==> config.mk <==
export PLATFORM = sky130hd
export DESIGN_NAME = multi_cycle_control
export DESIGN_NICKNAME = d
export VERILOG_FILES = /design/src/rtl/multi_cycle_control.sv
export SDC_FILE = /design/constraint.sdc
export NUM_CORES = 1
export LEC_CHECK = 0
export CORE_ASPECT_RATIO = 1.4
export CORE_MARGIN = 2
export CORE_UTILIZATION = 30
export DETAILED_ROUTE_END_ITERATION = 6
export PLACE_DENSITY = 0.74
export SLEW_MARGIN = 10
export SYNTH_ARGS = -nofsm -noshare
export SYNTH_HDL_FRONTEND = slang
export SYNTH_SLANG_ARGS = --single-unit
==> constraint.sdc <==
create_clock -name clk -period 1.3 [get_ports clk]
set_clock_uncertainty 0.1 [all_clocks]
set_input_delay 0.325 -clock clk [delete_from_list [all_inputs] [get_ports clk]]
set_output_delay 0.325 -clock clk [all_outputs]
set_load 0.02 [all_outputs]
==> src/rtl/multi_cycle_control.sv <==
// rtl/multi_cycle_control.sv - multi-cycle processor control FSM (optional BNE via MULTI_CYCLE_BNE_EN)
module multi_cycle_control (
  input  logic       clk,
  input  logic       rst,
  input  logic [5:0] op_in,
  input  logic [5:0] func_in,
  input  logic       zero,
  input  logic       mem_ready,
  output logic       pc_write,
  output logic [1:0] pc_src,
  output logic       ir_write,
  output logic       iord,
  output logic       mem_read,
  output logic       mem_write,
  output logic       reg_write,
  output logic       reg_dst,
  output logic       mem_to_reg,
  output logic       alu_src_a,
  output logic [1:0] alu_src_b,
  output logic [3:0] alu_cntrl,
  output logic [3:0] state,
  output logic       illegal
);

  typedef enum logic [3:0] {
    S_FETCH     = 4'd0,
    S_DECODE    = 4'd1,
    S_MEM_ADDR  = 4'd2,
    S_MEM_RD    = 4'd3,
    S_MEM_WB    = 4'd4,
    S_MEM_WR    = 4'd5,
    S_R_EXEC    = 4'd6,
    S_R_WB      = 4'd7,
    S_BRANCH    = 4'd8,
    S_JUMP      = 4'd9,
    S_ADDI_EXEC = 4'd10,
    S_ADDI_WB   = 4'd11,
    S_TRAP      = 4'd12
  } state_t;

  localparam logic [5:0] OP_RTYPE = 6'b000000;
  localparam logic [5:0] OP_LW    = 6'b100011;
  localparam logic [5:0] OP_SW    = 6'b101011;
  localparam logic [5:0] OP_ADDI  = 6'b001000;
  localparam logic [5:0] OP_BEQ   = 6'b000100;
  localparam logic [5:0] OP_J     = 6'b000010;
`ifdef MULTI_CYCLE_BNE_EN
  localparam logic [5:0] OP_BNE   = 6'b000101;
`endif

  localparam logic [3:0] ALU_ADD = 4'b0000;
  localparam logic [3:0] ALU_SUB = 4'b0001;
  localparam logic [3:0] ALU_AND = 4'b0010;
  localparam logic [3:0] ALU_SLT = 4'b0100;
  localparam logic [3:0] ALU_OR  = 4'b0101;

  state_t state_q;
  state_t state_d;
  logic   branch_ne;

  // Returns {legal, alu code} for an R-type function field.
  function automatic logic [4:0] r_decode(input logic [5:0] func);
    case (func)
      6'b100000: r_decode = {1'b1, ALU_ADD};
      6'b100010: r_decode = {1'b1, ALU_SUB};
      6'b100100: r_decode = {1'b1, ALU_AND};
      6'b100101: r_decode = {1'b1, ALU_OR};
      6'b101010: r_decode = {1'b1, ALU_SLT};
      default:   r_decode = {1'b0, ALU_ADD};
    endcase
  endfunction

  // State register; reset returns to FETCH from anywhere, TRAP included.
  always_ff @(posedge clk or posedge rst) begin
    if (rst) state_q <= S_FETCH;
    else     state_q <= state_d;
  end

`ifdef MULTI_CYCLE_BNE_EN
  // BEQ and BNE share the BRANCH state; this flag remembers which polarity was decoded.
  always_ff @(posedge clk or posedge rst) begin
    if (rst)                        branch_ne <= 1'b0;
    else if (state_q == S_DECODE)   branch_ne <= (op_in == OP_BNE);
  end
`else
  assign branch_ne = 1'b0;
`endif

  // Next-state logic; opcode/function are only looked at where they steer the path.
  always_comb begin
    state_d = state_q;
    case (state_q)
      S_FETCH:     if (mem_ready) state_d = S_DECODE;
      S_DECODE: begin
        case (op_in)
          OP_LW, OP_SW: state_d = S_MEM_ADDR;
          OP_ADDI:      state_d = S_ADDI_EXEC;
          OP_BEQ:       state_d = S_BRANCH;
`ifdef MULTI_CYCLE_BNE_EN
          OP_BNE:       state_d = S_BRANCH;
`endif
          OP_J:         state_d = S_JUMP;
          OP_RTYPE: begin
            if (func_in == 6'b000000)      state_d = S_FETCH;
            else if (r_decode(func_in)[4]) state_d = S_R_EXEC;
            else                           state_d = S_TRAP;
          end
          default:      state_d = S_TRAP;
        endcase
      end
      S_MEM_ADDR:  state_d = (op_in == OP_LW) ? S_MEM_RD : S_MEM_WR;
      S_MEM_RD:    if (mem_ready) state_d = S_MEM_WB;
      S_MEM_WB:    state_d = S_FETCH;
      S_MEM_WR:    if (mem_ready) state_d = S_FETCH;
      S_R_EXEC:    state_d = S_R_WB;
      S_R_WB:      state_d = S_FETCH;
      S_BRANCH:    state_d = S_FETCH;
      S_JUMP:      state_d = S_FETCH;
      S_ADDI_EXEC: state_d = S_ADDI_WB;
      S_ADDI_WB:   state_d = S_FETCH;
      S_TRAP:      state_d = S_TRAP;
      default:     state_d = S_FETCH;
    endcase
  end

  // Moore outputs per state; strobes are held low while reset is asserted.
  always_comb begin
    pc_write   = 1'b0;
    pc_src     = 2'b00;
    ir_write   = 1'b0;
    iord       = 1'b0;
    mem_read   = 1'b0;
    mem_write  = 1'b0;
    reg_write  = 1'b0;
    reg_dst    = 1'b0;
    mem_to_reg = 1'b0;
    alu_src_a  = 1'b0;
    alu_src_b  = 2'b00;
    alu_cntrl  = ALU_ADD;
    illegal    = 1'b0;
    case (state_q)
      S_FETCH: begin
        mem_read  = 1'b1;
        alu_src_b = 2'b01;
        ir_write  = mem_ready;
        pc_write  = mem_ready;
      end
      S_DECODE:    alu_src_b = 2'b11;
      S_MEM_ADDR: begin
        alu_src_a = 1'b1;
        alu_src_b = 2'b10;
      end
      S_MEM_RD: begin
        mem_read = 1'b1;
        iord     = 1'b1;
      end
      S_MEM_WB: begin
        reg_write  = 1'b1;
        mem_to_reg = 1'b1;
      end
      S_MEM_WR: begin
        mem_write = 1'b1;
        iord      = 1'b1;
      end
      S_R_EXEC: begin
        alu_src_a = 1'b1;
        alu_cntrl = r_decode(func_in)[3:0];
      end
      S_R_WB: begin
        reg_write = 1'b1;
        reg_dst   = 1'b1;
      end
      S_BRANCH: begin
        alu_src_a = 1'b1;
        alu_cntrl = ALU_SUB;
        pc_src    = 2'b01;
        pc_write  = branch_ne ? ~zero : zero;
      end
      S_JUMP: begin
        pc_src   = 2'b10;
        pc_write = 1'b1;
      end
      S_ADDI_EXEC: begin
        alu_src_a = 1'b1;
        alu_src_b = 2'b10;
      end
      S_ADDI_WB:   reg_write = 1'b1;
      S_TRAP:      illegal = 1'b1;
      default: ;
    endcase
    if (rst) begin
      pc_write  = 1'b0;
      ir_write  = 1'b0;
      mem_read  = 1'b0;
      mem_write = 1'b0;
      reg_write = 1'b0;
      illegal   = 1'b0;
    end
  end

  assign state = state_q;

endmodule

==> results_dict.tcl, run 1 <==
set metrics [dict create \
    synth_edf_count 0 \
    ys_ff_latch 4 \
    place_area_mm2 0.00148 \
    grt_use_total_pct 27.3 \
    dpl.cell_count 188 \
    synthSimpleGateAreaFrac_pct 38.2 \
    wl_um 3770 \
    core-area_mm2 0.00220 \
    syn-cell-area_um2 701 \
    fin_crit_sh_pct 145 \
    num-nets-final 201 \
    worstPathArrival_ns 1.46 \
    synth_area_leaders "dfrtp_1 14%, nor3_1 6.4%, nor2_1 6.4%" \
    antennaDiodeCount 0 \
    std_cell_rows 20 \
    grt_pass1_vias 1254 \
    port_buffers 36 \
    drc 0 \
    vdd_ir_drop_max_mv 1.04 \
    synth_top_family_by_area "simple AND/OR/NAND/NOR gates" \
    yosys.area.top_type "dfrtp_1" \
    clock_latency_ns 0.23 \
    drt_pass1_iterations 4 \
    syn_avg_cell_area_um2 7.15 \
    path_class "flop to primary output" \
    finalNonFillerCells 205 \
    drv_slew 0 \
    finalWorstSetupSlack_ns -0.585 \
    dp_hpwl_um 2300 \
    synth_flop_cell "dfrtp_1" \
    cts_made_buffers 3 \
    setup_viol 25 \
    async_flop_share_pct 100 \
    hp-class "input port to asynchronous set/reset pin" \
    synthMuxAreaShare_pct 4.64 \
    cts_sinks 4 \
    worstSetupStartpointType "flop" \
    antenna_found_initial 0 \
    leakagePower_nw 0.791 \
    grt_start_max_net_pins 8 \
    start_util_pct 31.8 \
    synth_warnings 0 \
    cap_viol_max_count 0 \
    drive_gt1_share_pct 74.3 \
    syn_nets 114 \
    grt_pass1_wl_um 5510 \
    synth-compound-area-share_pct 30.0 \
    path_clk_slew_ns 0.04 \
    gp_congestion 0.857 \
    ys_seq_area_share_pct 14.3 \
    status "finished, violations left" \
    area_delta_synth_final_pct 165 \
    yosysTopAreaCellShare_pct 14.3 \
    dieArea_mm2 0.00274 \
    path_max_fanout 5 \
    drt_first_iter_violations 31 \
    yosys-top-cells-count "12 x nor2_1, 9 x nor3_1, 7 x nand2b_1, 5 x a21oi_1, 5 x nand2_1" \
    ys_types 45 \
    min_period_ns 1.88 \
    yosys.area_share.adder_pct 1.43 \
    synth_most_common_cell "nor2_1" \
    num_io_pins 38 \
    netlist_instances 98 \
    wl_per_cell_um 18.4 \
    antenna_left 0 \
    cp.required_ns 0.88 \
    cts_tree "built" \
    cp-end-kind "primary output" \
    final_area_mm2 0.00186 \
    powerDensity_mw_per_mm2 1440 \
    die_y_um 61.2 \
    vias 1192 \
    die_x_um 44.8 \
    cts.path.max_buffers 2 \
    htreeDepth 1 \
    violations "negative setup slack" \
    clock.fmax_mhz 531 \
    timing.hold.ws_ns 0.395 \
    fin_tns_setup_ns -10.09 \
    fillCellCount 127 \
    yosys.area_share.xor_xnor_pct 1.25 \
    largest_register_ffs 4 \
    grt_overflow 0 \
    finish.utilization_pct 84.4 \
    vias_per_cell 5.81 \
    rsz0062_at_grt "yes" \
    clockRootBuffer "clkbuf_4" \
    finalHoldViolations 0 \
]
==> cell usage in the layout, fill, tap and decap left out, types with 4 or more instances in the layout <==
cell,n
dfrtp_2,4
nand2b_1,4
buf_6,29
nor2_4,6
dlygate4sd2_1,6
nor3_4,5
clkdlybuf4s50_1,4
buf_4,43
==> routing by layer <==
metal	up-vias	wire [µm]	track usage [%]
met3	16	194	2.05
li1	541	-	-
met2	71	2270	59.0
met1	564	1140	24.8
met5	-	0	0
met4	0	161	10.9
==> path summary, 6_finish.rpt <==
path,cells after the start,from,slack [ns],endpoint
max in group asynchronous,3,rst,0.59,state[1]
hold reg to reg,3,state[3],0.75,state[2]
setup / recovery,5,state[3],-0.58,alu_cntrl[1]
setup reg to reg,7,state[0],-0.36,state[3]
min in group clk,5,op_in[0],0.57,state[2]
hold / removal,3,rst,0.39,state[2]
==> worst max-delay path, stage by stage (launching register included) <==
cell and delay, ns:
dfrtp_2 0.45, nor2_2 0.15, nand4_1 0.17, buf_4 0.20, nor3_4 0.12, buf_6 0.14
==> power by group <==
part / switching, mW / internal [mW] / total [mW]
Combinational: 1.11 / 1.18 / 2.30
Clock: 0.0423 / 0.103 / 0.145
Sequential: 0.0728 / 0.169 / 0.242
==> cell type report <==
type | instances | area (µm²) | share of cell area [%]
Inverter | 3 | 18.8 | 1.01
Sequential cell | 4 | 105 | 5.66
Clock buffer | 3 | 22.5 | 1.21
Multi-Input combinational cell | 83 | 835 | 44.9
Tap cell | 22 | 27.5 | 1.48
Timing Repair Buffer | 90 | 850 | 45.7
==> cell families after synthesis <==
| family | count (synthesis) |
|---|---|
| other cells | 1 |
| buf+inv | 11 |
| compound gates | 27 |
| xor+xnor | 1 |
| simple gates | 50 |
| fa+ha+maj | 1 |
| flops | 4 |
| mux | 3 |
==> per-stage QoR <==
step	setup WS [ns]	total power, mW
final	-0.585	2.68
after global placement	-1.19	1.96
after CTS	-0.597	2.50
after floorplan	-0.332	1.21
after detailed placement	-1.24	2.00
after global routing	-0.666	2.80
==> repair_timing <==
item                       in CTS  in global routing
resized for setup             190                 12
hold buffers                    0                  0
setup endpoints to repair      25                 25
buffers inserted               12                  3
pin swaps                      17                  5
Note: power is estimated with default switching activity, not from simulation.
==> inputs of run 2 (changes only) <==
--- a/config.mk
+++ b/config.mk
@@ -7,9 +7,9 @@
 export LEC_CHECK = 0
 export CORE_ASPECT_RATIO = 1.4
 export CORE_MARGIN = 2
-export CORE_UTILIZATION = 30
+export CORE_UTILIZATION = 35
 export DETAILED_ROUTE_END_ITERATION = 6
-export PLACE_DENSITY = 0.74
+export PLACE_DENSITY = 0.83
 export SLEW_MARGIN = 10
 export SYNTH_ARGS = -nofsm -noshare
 export SYNTH_HDL_FRONTEND = slang
==> results_dict.tcl, run 2 <==
set metrics [dict create \
    gp_congestion 0.890 \
    std_cell_rows 19 \
    dp_hpwl_um 2210 \
    async_flop_share_pct 100 \
    cts.path.max_buffers 2 \
    num_io_pins 38 \
    cts_made_buffers 3 \
    worst_endpoint_kind "output port" \
    synth_most_common_cell "nor2_1" \
    synth_flop_cell "dfrtp_1" \
    stop_stage "global routing (5_1_grt)" \
    syn_nets 114 \
    yosysTopAreaCellShare_pct 14.3 \
    die_x_um 41.8 \
    error "[ERROR DPL-0038] Utilization greater than 100%, impossible to legalize" \
    synth_edf_count 0 \
    synth_area_leaders "dfrtp_1 14%, nor3_1 6.4%, nor2_1 6.4%" \
    dp_slack_ns -1.29 \
    syn-cell-area_um2 701 \
    ys_types 45 \
    cts_sinks 4 \
    port_buffers 36 \
    start_util_pct 36.4 \
    synth_warnings 0 \
    syn_avg_cell_area_um2 7.15 \
    netlist_instances 98 \
    ys_seq_area_share_pct 14.3 \
    die_y_um 56.9 \
    status "stopped before the end" \
    crit_endpoint "alu_cntrl[2]" \
    ys_ff_latch 4 \
    yosys-top-cells-count "12 x nor2_1, 9 x nor3_1, 7 x nand2b_1, 5 x a21oi_1, 5 x nand2_1" \
    htreeDepth 1 \
    clockRootBuffer "clkbuf_4" \
    grt_start_max_net_pins 10 \
    yosys.area.top_type "dfrtp_1" \
]
[run 2: cell counts after synthesis]
No cell type changed its count.
[run 2: cells by family after synthesis]
| kind of cell | Yosys count | share of synthesized area [%] |
|---|---|---|
| muxes | 3 | 4.64 |
| buffers and inverters | 11 | 9.64 |
| DFF | 4 | 14.3 |
| AOI/OAI and AO/OA | 27 | 30.0 |
| and+or+nand+nor | 50 | 38.2 |
| adders and majority gates | 1 | 1.43 |
| other | 1 | 0.535 |
| xor gates and xnor gates | 1 | 1.25 |
[run 2: metrics by stage]
stage	cell area, µm²	hold slack, ns	cells	util [%]	setup TNS, ns
after floorplan	866	0.00790	98	-	-4.15
after global placement	1480	0.583	187	76.9	-17.54
after detailed placement	1480	0.596	187	76.9	-18.15
after CTS	1780	0.354	205	92.4	-9.29
[run 2: repair_timing]
action	in CTS
resized for setup	195
buffers inserted	15
hold buffers	0
endpoints found under the setup margin	25
hold endpoints to repair	0
pin swaps	22
==> inputs of run 3 (changes only) <==
--- a/config.mk
+++ b/config.mk
@@ -5,11 +5,10 @@
 export SDC_FILE = /design/constraint.sdc
 export NUM_CORES = 1
 export LEC_CHECK = 0
-export CORE_ASPECT_RATIO = 1.4
-export CORE_MARGIN = 2
-export CORE_UTILIZATION = 35
+export CORE_AREA = 2 2 63 65
 export DETAILED_ROUTE_END_ITERATION = 6
-export PLACE_DENSITY = 0.83
+export DIE_AREA = 0 0 65 67
+export PLACE_DENSITY_LB_ADDON = 0.15
 export SLEW_MARGIN = 10
 export SYNTH_ARGS = -nofsm -noshare
 export SYNTH_HDL_FRONTEND = slang
==> constraint.sdc (replaced) <==
create_clock -name clk -period 1.7 [get_ports clk]
set_clock_uncertainty 0.1 [all_clocks]
set_input_delay 0.425 -clock clk [delete_from_list [all_inputs] [get_ports clk]]
set_output_delay 0.425 -clock clk [all_outputs]
set_load 0.02 [all_outputs]
==> results_dict.tcl, run 3 (synthesis results as in run 1) <==
set metrics [dict create \
    hp-class "input port to asynchronous set/reset pin" \
    pwr-share-comb_pct 80.1 \
    vias 1061 \
    p_seq_share_pct 9.1 \
    num_io_pins 38 \
    path_max_fanout 3 \
    grt_start_max_net_pins 12 \
    cts_tree "built" \
    die_y_um 67 \
    cts_sinks 4 \
    grt_pass1_wl_um 4870 \
    cts_made_buffers 3 \
    drive_gt1_share_pct 70.6 \
    largest_register_ffs 4 \
    core-area_mm2 0.00361 \
    powerDensity_mw_per_mm2 1040 \
    cp-end-kind "primary output" \
    finalWorstSetupSlack_ns -0.251 \
    drt_first_iter_violations 22 \
    antennaDiodeCount 0 \
    std_cell_rows 22 \
    rr_worst_depth 6 \
    vias_per_cell 4.65 \
    dieArea_mm2 0.00436 \
    clockPowerShare_pct 10.8 \
    cap_viol_max_count 0 \
    cp.required_ns 1.17 \
    clock_latency_ns 0.21 \
    port_buffers 36 \
    num-nets-final 198 \
    area_delta_synth_final_pct 152 \
    clock.fmax_mhz 513 \
    wl_per_cell_um 13.0 \
    clockRootBuffer "clkbuf_8" \
    cts.hold.buffers_added 0 \
    leakagePower_nw 0.768 \
    start_util_pct 19.4 \
    final_common_cell "buf_4" \
    antenna_left 0 \
    grt_pass1_vias 1037 \
    path_class "flop to primary output" \
    dp_slack_ns -1.05 \
    drt_pass1_iterations 4 \
    min_period_ns 1.95 \
    fin_crit_sh_pct 115 \
    dp_hpwl_um 2210 \
    violations "negative setup slack" \
    setup_viol 17 \
    vdd_ir_drop_max_mv 0.333 \
    fillCellCount 360 \
    worstSetupStartpointType "flop" \
    status "finished, violations left" \
    grt_overflow 0 \
    drc 0 \
    p_int_mw 1.03 \
    rsz0062_at_grt "yes" \
    p_sw_mw 0.816 \
    die_x_um 65 \
    htreeDepth 1 \
    worstPathArrival_ns 1.43 \
    switching_share_pct 44.3 \
    cts.path.max_buffers 2 \
    drv_slew 0 \
    antenna_found_initial 0 \
    grt_use_total_pct 14.3 \
    gp_congestion 0.876 \
    timing.hold.ws_ns 0.324 \
    wl_um 2960 \
    final_cell_mix "45 x buf_4, 22 x buf_6, 7 x dlygate4sd2_1" \
    path_clk_slew_ns 0.03 \
    finalHoldViolations 0 \
]
-- run 3: path summary, 6_finish.rpt --
path                                endpoint  slack [ns]     start
worst max-delay path            alu_cntrl[1]       -0.25  state[0]
worst min register to register      state[2]        0.64  state[3]
min in group clk                    state[2]        0.63  op_in[5]
worst min-delay path                state[0]        0.32       rst
max in group asynchronous           state[1]        1.06       rst
worst max register to register      state[1]        0.09  state[0]
-- run 3: power groups by stage --
stage	registers (mW)	logic [mW]	clock network (mW)
finish	0.167	1.48	0.199
global route	0.172	1.58	0.216
CTS	0.166	1.41	0.204
detailed placement	0.157	1.26	0
global placement	0.155	1.25	0
floorplan	0.197	0.653	0
-- run 3: critical path, stage by stage, from the launching register on --
cell and delay (ns):
dfrtp_2 0.42, nor2_2 0.13, nand4_1 0.18, buf_4 0.20
nor3_2 0.11, buf_4 0.16
-- run 3: through the flow --
| stage | power (mW) | cell area [µm²] | cells | utilization (%) | setup TNS (ns) |
|---|---|---|---|---|---|
| after CTS | 1.78 | 1710 | 225 | 47.4 | -2.69 |
| final | 1.84 | 1760 | 228 | 48.9 | -2.75 |
| after floorplan | 0.850 | 820 | 98 | - | -0.122 |
| after global routing | 1.97 | 1760 | 228 | 48.9 | -3.92 |
| after global placement | 1.40 | 1490 | 215 | 41.2 | -12.09 |
| after detailed placement | 1.42 | 1490 | 215 | 41.2 | -12.20 |
-- run 3: layout make-up --
class	count	area (µm²)	share of cell area, %
Clock buffer	3	41.3	2.34
Inverter	3	16.3	0.923
Multi-Input combinational cell	83	788	44.7
Sequential cell	4	105	5.96
Tap cell	48	60.1	3.41
Timing Repair Buffer	87	752	42.7
-- run 3: repair_timing --
action / 4_1_cts / 5_1_grt
buffers inserted: 7 / 3
pin swaps: 16 / 11
gates resized for setup: 158 / 28
endpoints found under the setup margin: 25 / 23
endpoints found under the hold margin: 0 / 0
-- run 3: layer usage --
layer  vias up  track usage (%)  part of all wire [%]
met5         -                0                     0
met4         0             2.39                  0.34
met3         2             2.87                   3.7
met2        25             25.3                    51
met1       500             18.1                    45
li1        534                -                     -
